===== src/rtl/stack_ctrl.sv =====
// LIFO stack controller driving a dual-port stack memory; owns the stack pointer.
// Latency from accept edge: error 1 cycle, PUSH 2 cycles, POP/TOP 1+WAIT_CYC cycles.
// One command in flight; op_ready low until the result is taken (res_valid & res_ready).
// Optional feature macro: STACK_SECOND_EN adds res_second (entry below top) and drives mem_ind2.
module stack_ctrl #(
  parameter int N        = 1024,
  parameter int M        = 32,
  parameter int IND_SIZE = $clog2(N),
  parameter int WAIT_CYC = 1
) (
  input  logic                clock,
  input  logic                reset_n,
  input  logic                op_valid,
  output logic                op_ready,
  input  logic [1:0]          op_code,
  input  logic [M-1:0]        op_data,
  output logic                res_valid,
  input  logic                res_ready,
  output logic [M-1:0]        res_data,
  output logic                res_err,
  output logic [IND_SIZE:0]   count,
  output logic                full,
  output logic                empty,
`ifdef STACK_SECOND_EN
  output logic [M-1:0]        res_second,
`endif
  output logic [M-1:0]        mem_in,
  output logic [IND_SIZE-1:0] mem_ind1,
  output logic [IND_SIZE-1:0] mem_ind2,
  output logic                mem_beta,
  input  logic [M-1:0]        mem_out1,
  input  logic [M-1:0]        mem_out2
);

  localparam int WW = (WAIT_CYC > 1) ? $clog2(WAIT_CYC) : 1;
  localparam logic [IND_SIZE:0] FULL_CNT = (IND_SIZE+1)'(N);
  localparam logic [1:0] OP_PUSH = 2'b00;
  localparam logic [1:0] OP_POP  = 2'b01;

  typedef enum logic [1:0] {IDLE, WRITE, READ, RESP} state_t;

  state_t              state_q;
  logic [IND_SIZE:0]   count_q, count_d;
  logic                full_q, empty_q;
  logic                op_ready_q, res_valid_q, res_err_q, mem_beta_q;
  logic [M-1:0]        res_data_q, mem_in_q;
  logic [IND_SIZE-1:0] mem_ind1_q;
  logic                pop_q;
  logic [WW-1:0]       wait_q;
  logic                read_last;
  logic [IND_SIZE-1:0] ind_top;

  // Last READ cycle: memory outputs have had WAIT_CYC cycles to settle.
  assign read_last = (wait_q == WW'(WAIT_CYC - 1));
  // Address of the current top entry; wraps modulo the memory depth.
  assign ind_top   = count_q[IND_SIZE-1:0] - IND_SIZE'(1);

  // Next stack pointer: grows on the WRITE edge, shrinks on the final POP read edge.
  always_comb begin
    count_d = count_q;
    if (state_q == WRITE)
      count_d = count_q + (IND_SIZE+1)'(1);
    else if (state_q == READ && read_last && pop_q)
      count_d = count_q - (IND_SIZE+1)'(1);
  end

`ifdef STACK_SECOND_EN
  logic [IND_SIZE-1:0] mem_ind2_q;
  logic [M-1:0]        res_second_q;
  logic                second_ok_q;
  assign mem_ind2   = mem_ind2_q;
  assign res_second = res_second_q;

  // Second-from-top capture; the entry only exists when at least two were stacked at accept.
  always_ff @(posedge clock or negedge reset_n) begin
    if (!reset_n) begin
      mem_ind2_q   <= '0;
      res_second_q <= '0;
      second_ok_q  <= 1'b0;
    end else begin
      case (state_q)
        IDLE: if (op_valid && op_code != OP_PUSH && !empty_q) begin
          mem_ind2_q  <= ind_top - IND_SIZE'(1);
          second_ok_q <= (count_q >= (IND_SIZE+1)'(2));
        end else if (op_valid) begin
          res_second_q <= '0;
        end
        WRITE: res_second_q <= '0;
        READ:  if (read_last) res_second_q <= second_ok_q ? mem_out2 : '0;
        default: ;
      endcase
    end
  end
`else
  logic unused_mem_out2;
  assign unused_mem_out2 = ^mem_out2;
  assign mem_ind2        = '0;
`endif

  // Main sequencer: accepts a command, drives the memory pins, holds the result until taken.
  always_ff @(posedge clock or negedge reset_n) begin
    if (!reset_n) begin
      state_q     <= IDLE;
      count_q     <= '0;
      full_q      <= 1'b0;
      empty_q     <= 1'b1;
      op_ready_q  <= 1'b1;
      res_valid_q <= 1'b0;
      res_err_q   <= 1'b0;
      res_data_q  <= '0;
      mem_in_q    <= '0;
      mem_ind1_q  <= '0;
      mem_beta_q  <= 1'b0;
      pop_q       <= 1'b0;
      wait_q      <= '0;
    end else begin
      mem_beta_q <= 1'b0;
      count_q    <= count_d;
      full_q     <= (count_d == FULL_CNT);
      empty_q    <= (count_d == '0);
      case (state_q)
        IDLE: begin
          if (op_valid) begin
            op_ready_q <= 1'b0;
            if ((op_code == OP_PUSH) ? full_q : empty_q) begin
              state_q     <= RESP;
              res_valid_q <= 1'b1;
              res_err_q   <= 1'b1;
              res_data_q  <= '0;
            end else if (op_code == OP_PUSH) begin
              state_q    <= WRITE;
              mem_ind1_q <= count_q[IND_SIZE-1:0];
              mem_in_q   <= op_data;
              mem_beta_q <= 1'b1;
            end else begin
              state_q    <= READ;
              pop_q      <= (op_code == OP_POP);
              mem_ind1_q <= ind_top;
              wait_q     <= '0;
            end
          end
        end
        WRITE: begin
          state_q     <= RESP;
          res_valid_q <= 1'b1;
          res_err_q   <= 1'b0;
          res_data_q  <= mem_in_q;
        end
        READ: begin
          if (read_last) begin
            state_q     <= RESP;
            res_valid_q <= 1'b1;
            res_err_q   <= 1'b0;
            res_data_q  <= mem_out1;
          end else begin
            wait_q <= wait_q + WW'(1);
          end
        end
        default: begin
          if (res_ready) begin
            state_q     <= IDLE;
            res_valid_q <= 1'b0;
            op_ready_q  <= 1'b1;
          end
        end
      endcase
    end
  end

  assign op_ready  = op_ready_q;
  assign res_valid = res_valid_q;
  assign res_data  = res_data_q;
  assign res_err   = res_err_q;
  assign count     = count_q;
  assign full      = full_q;
  assign empty     = empty_q;
  assign mem_in    = mem_in_q;
  assign mem_ind1  = mem_ind1_q;
  assign mem_beta  = mem_beta_q;

endmodule

===== config.mk =====
export PLATFORM = sky130hd
export DESIGN_NAME = stack_ctrl
export DESIGN_NICKNAME = d
export VERILOG_FILES = /design/src/rtl/stack_ctrl.sv
export SDC_FILE = /design/constraint.sdc
export NUM_CORES = 1
export LEC_CHECK = 0
export BUFFER_PORTS_ARGS = -buffer_cell sky130_fd_sc_hd__buf_2
export CAP_MARGIN = 20
export CORE_MARGIN = 3
export CORE_UTILIZATION = 47
export CTS_CLUSTER_DIAMETER = 30
export DETAILED_ROUTE_END_ITERATION = 7
export PLACE_DENSITY = 0.82
export SYNTH_ARGS = -nofsm -noshare
export SYNTH_HDL_FRONTEND = slang
export SYNTH_SLANG_ARGS = --single-unit

===== constraint.sdc =====
create_clock -name clock -period 3.05 [get_ports clock]
set_clock_uncertainty 0.1 [all_clocks]
set_input_delay 0.61 -clock clock [delete_from_list [all_inputs] [get_ports clock]]
set_output_delay 0.61 -clock clock [all_outputs]
set_load 0.01 [all_outputs]

==> flow_metrics.env <==
export IMPL_outcome="finished clean"
export IMPL_register_area_um2=2350
export IMPL_setup_tns_ns=0
export IMPL_wl_met1_mm=4.42
export IMPL_grt_start_max_net_pins=67
export IMPL_highest_layer="met4"
export IMPL_grt_pass1_vias=3762
export IMPL_core_area_um2=8930
export IMPL_ys_top_cells_by_count="dfrtp_1 (92), nand2_1 (43), mux2_2 (34), o31ai_1 (34), a22oi_1 (33)"
export IMPL_power_frac_comb=0.493
export IMPL_swShare=0.432
export IMPL_cp_buffers_inverters=2
export IMPL_yosys_area_share_adder=0.0169
export IMPL_wl_met2_mm=5.47
export IMPL_synth_top_area_cell="dfrtp_1"
export IMPL_finalCritPeriodShare=0.925
export IMPL_synth_xor_area_frac=0.0375
export IMPL_power_leakage_nw=2.71
export IMPL_path_cells="inv_1, ha_1, inv_1, or3_1, or3_1, and3_1, or4_4, nor4b_2"
export IMPL_grt_pass1_wl_mm=17.7
export IMPL_core_rowCount=34
export IMPL_multiInputGateArea_um2=1870
export IMPL_synth_top_cell_area_share=0.519
export IMPL_fmax_mhz=355
export IMPL_ys_warn_count=0
export IMPL_syn2layout_area_growth_pct=25.3
export IMPL_dp_slack_ns=0.227
export IMPL_die_width_um=103
export IMPL_synth_compound_area_frac=0.162
export IMPL_finalCriticalPeriod_ns=2.82
export IMPL_hpwl_mm=8.14
export IMPL_critical_path_startpoint="count[0]"
export IMPL_synth_edf_count=0
export IMPL_cp_top_family="simple AND/OR/NAND/NOR gates"
export IMPL_htreeDepth=3
export IMPL_rrSetupSlack_ns=0.23
export IMPL_overflow=0
export IMPL_cts_root_buf="clkbuf_8"
export IMPL_crit_slowest_cell="dfrtp_1"
export IMPL_drv_cap=0
export IMPL_routed_via_density=5.44
export IMPL_ys_async_sr_fraction=1.00
export IMPL_final_nets=673
export IMPL_min_path_type="input port to async pin"
export IMPL_yosys_top_cells_area="dfrtp_1 (52%), mux2_2 (8.6%), o31ai_1 (5.8%), a22oi_1 (5.6%), nand2_1 (3.6%)"
export IMPL_ys_ff_latch=94
export IMPL_route_detailed_drc=0
export IMPL_netSwitchingPower_mw=2.65
export IMPL_routed_wl_mm=10.9
export IMPL_slew_headroom=0.643
export IMPL_yosys_area_share_simple=0.105
export IMPL_wl_per_cell_um=16.1
export IMPL_setup_viol=0
export IMPL_power_density_nw_per_um2=1100
export IMPL_layout_drive_gt1_share=0.414
export IMPL_p_total_mw=6.13
export IMPL_ctsHoldBuffers=0
export IMPL_max_vdd_ir_drop_mv=0.609
export IMPL_wl_met3_um=851
export IMPL_setup_slack_ns=0.229
export IMPL_antenna_found_initial=0
export IMPL_io_pin_count=203
export IMPL_drtPass1Iterations=4
export IMPL_clkTransAtPathRegs_ns=0.10
export IMPL_arrival_ns=2.98
export IMPL_synth_top_family_by_area="compound AO/OA/AOI/OAI gates"
export IMPL_clockBufferDepth=2
export IMPL_worst_pin_slew_ns=0.536
export IMPL_path_class="register to register"
export IMPL_start_util=0.496
export IMPL_startpoint_type="register"
export IMPL_dp_cells=662
export IMPL_dieArea_um2=10600
export IMPL_cp_data_required_time_ns=3.21
export IMPL_drv_slew=0
export IMPL_ys_types=44
export IMPL_end_kind="register"
export IMPL_layout_cells_non_filler=678
export IMPL_muxShareOfSynthArea=0.0909
export IMPL_ant_nets=0
export IMPL_crit_fanout=9
export IMPL_portBuffers=160
export IMPL_netlist_area_um2=4430
export IMPL_clkSinkCount=94
export IMPL_internal_power_mw=3.48
export IMPL_ys_flop_type="dfrtp_1"
export IMPL_worst_path_largest_cell_delay_ns=0.50
export IMPL_p_clk_frac=0.138
export IMPL_gp_congestion=0.885
export IMPL_rr_startpoint="count[0]"
export IMPL_synth_seq_area_share=0.531
export IMPL_hold_violations=0
export IMPL_p_seq_frac=0.369
export IMPL_die_height_um=103
export IMPL_drt_iter0_markers=139
export IMPL_fillers=760
export IMPL_syn_area_per_cell_um2=10.8
export IMPL_cts_tree="done"
export IMPL_rsz0062_at_grt="false"
export IMPL_clock_latency_ns=0.36
export IMPL_vias=3690
export IMPL_grt_usage=0.212
export IMPL_synthCells=412
export IMPL_postLayoutCellArea_um2=5550
export IMPL_synth_most_common_cell="dfrtp_1"
export IMPL_n_antenna_cell=0
export IMPL_cts_buffers=9
export IMPL_dpl_cell_area_um2=5350
==> state kept, by name, summed over array words and instances (netlist names) <==
name and count:
res_data 32, pop_q 1, res_err 1, state_q 2, mem_in 32, res_valid 1, count 11, op_ready 1
mem_ind1 10, mem_beta 1, empty 1, full 1
==> cell families after synthesis <==
group / after synthesis
AND/OR/NAND/NOR: 98
adder cells (fa/ha/maj): 6
XOR/XNOR: 19
other: 1
buffers and inverters: 52
flip-flops: 94
multiplexers: 36
AO/OA/AOI/OAI: 106
==> through the flow <==
stage / utilization / hold slack [ns]
finish: 0.622 / 0.120
global route: 0.622 / 0.152
CTS: 0.621 / 0.129
detailed placement: 0.598 / 0.360
global placement: 0.598 / 0.355
floorplan: - / 0.214
==> power groups by stage <==
stage                     registers (mW)  logic, mW  clock network [mW]
after detailed placement            2.29       3.05                   0
final                               2.26       3.02               0.846
after CTS                           2.27       3.05               0.877
after global routing                2.35       3.39               0.927
after floorplan                     2.48       1.68                   0
after global placement              2.25       2.99                   0
==> area by class of cell <==
type	count	share of cell area
sequential	94	0.424
multi-input combinational	275	0.337
timing repair buffer	177	0.172
tap	108	0.0243
clock buffer	9	0.0223
clock inverter	7	0.0144
inverter	8	0.00541
==> worst reg2reg max path: cells and delay by family, from the launching register on <==
kind	cells	cell delay, ns
flip-flops	1	0.50
adder cells (fa/ha/maj)	1	0.18
buffers and inverters	2	0.23
AND/OR/NAND/NOR	5	1.73
==> what timing repair did <==
item                                    4_1_cts  5_1_grt
resized for setup                             0        1
buffers inserted                              0        0
endpoints found under the setup margin        0        1
==> cell usage in the layout, fill, tap and decap left out, types with 5 or more instances in the layout <==
cell	Yosys	layout
a21oi_1	18	18
a22oi_1	33	33
buf_2	2	159
buf_4	10	16
clkbuf_8	0	9
conb_1	1	10
dfrtp_1	92	92
ha_1	6	6
inv_1	7	7
mux2_2	34	34
nand2_1	43	43
nor2_1	21	21
nor3_1	5	5
o21ai_0	13	13
o31ai_1	34	33
or3_1	5	5
xnor2_1	10	10
xor2_1	9	9
==> path summary, 6_finish.rpt <==
path / to / cells after the start
worst max-delay path: full / 8
worst min-delay path: res_valid / 1
worst max register to register: full / 8
worst min register to register: res_data[11] / 2
max in group asynchronous: res_data[21] / 2
min in group clock: pop_q / 2
==> layer usage <==
layer	track usage	up-vias
met4	0.0757	0
met1	0.255	1764
met5	0	-
met3	0.0555	10
li1	-	1766
met2	0.367	150
Note: power is estimated with default switching activity, not from simulation.
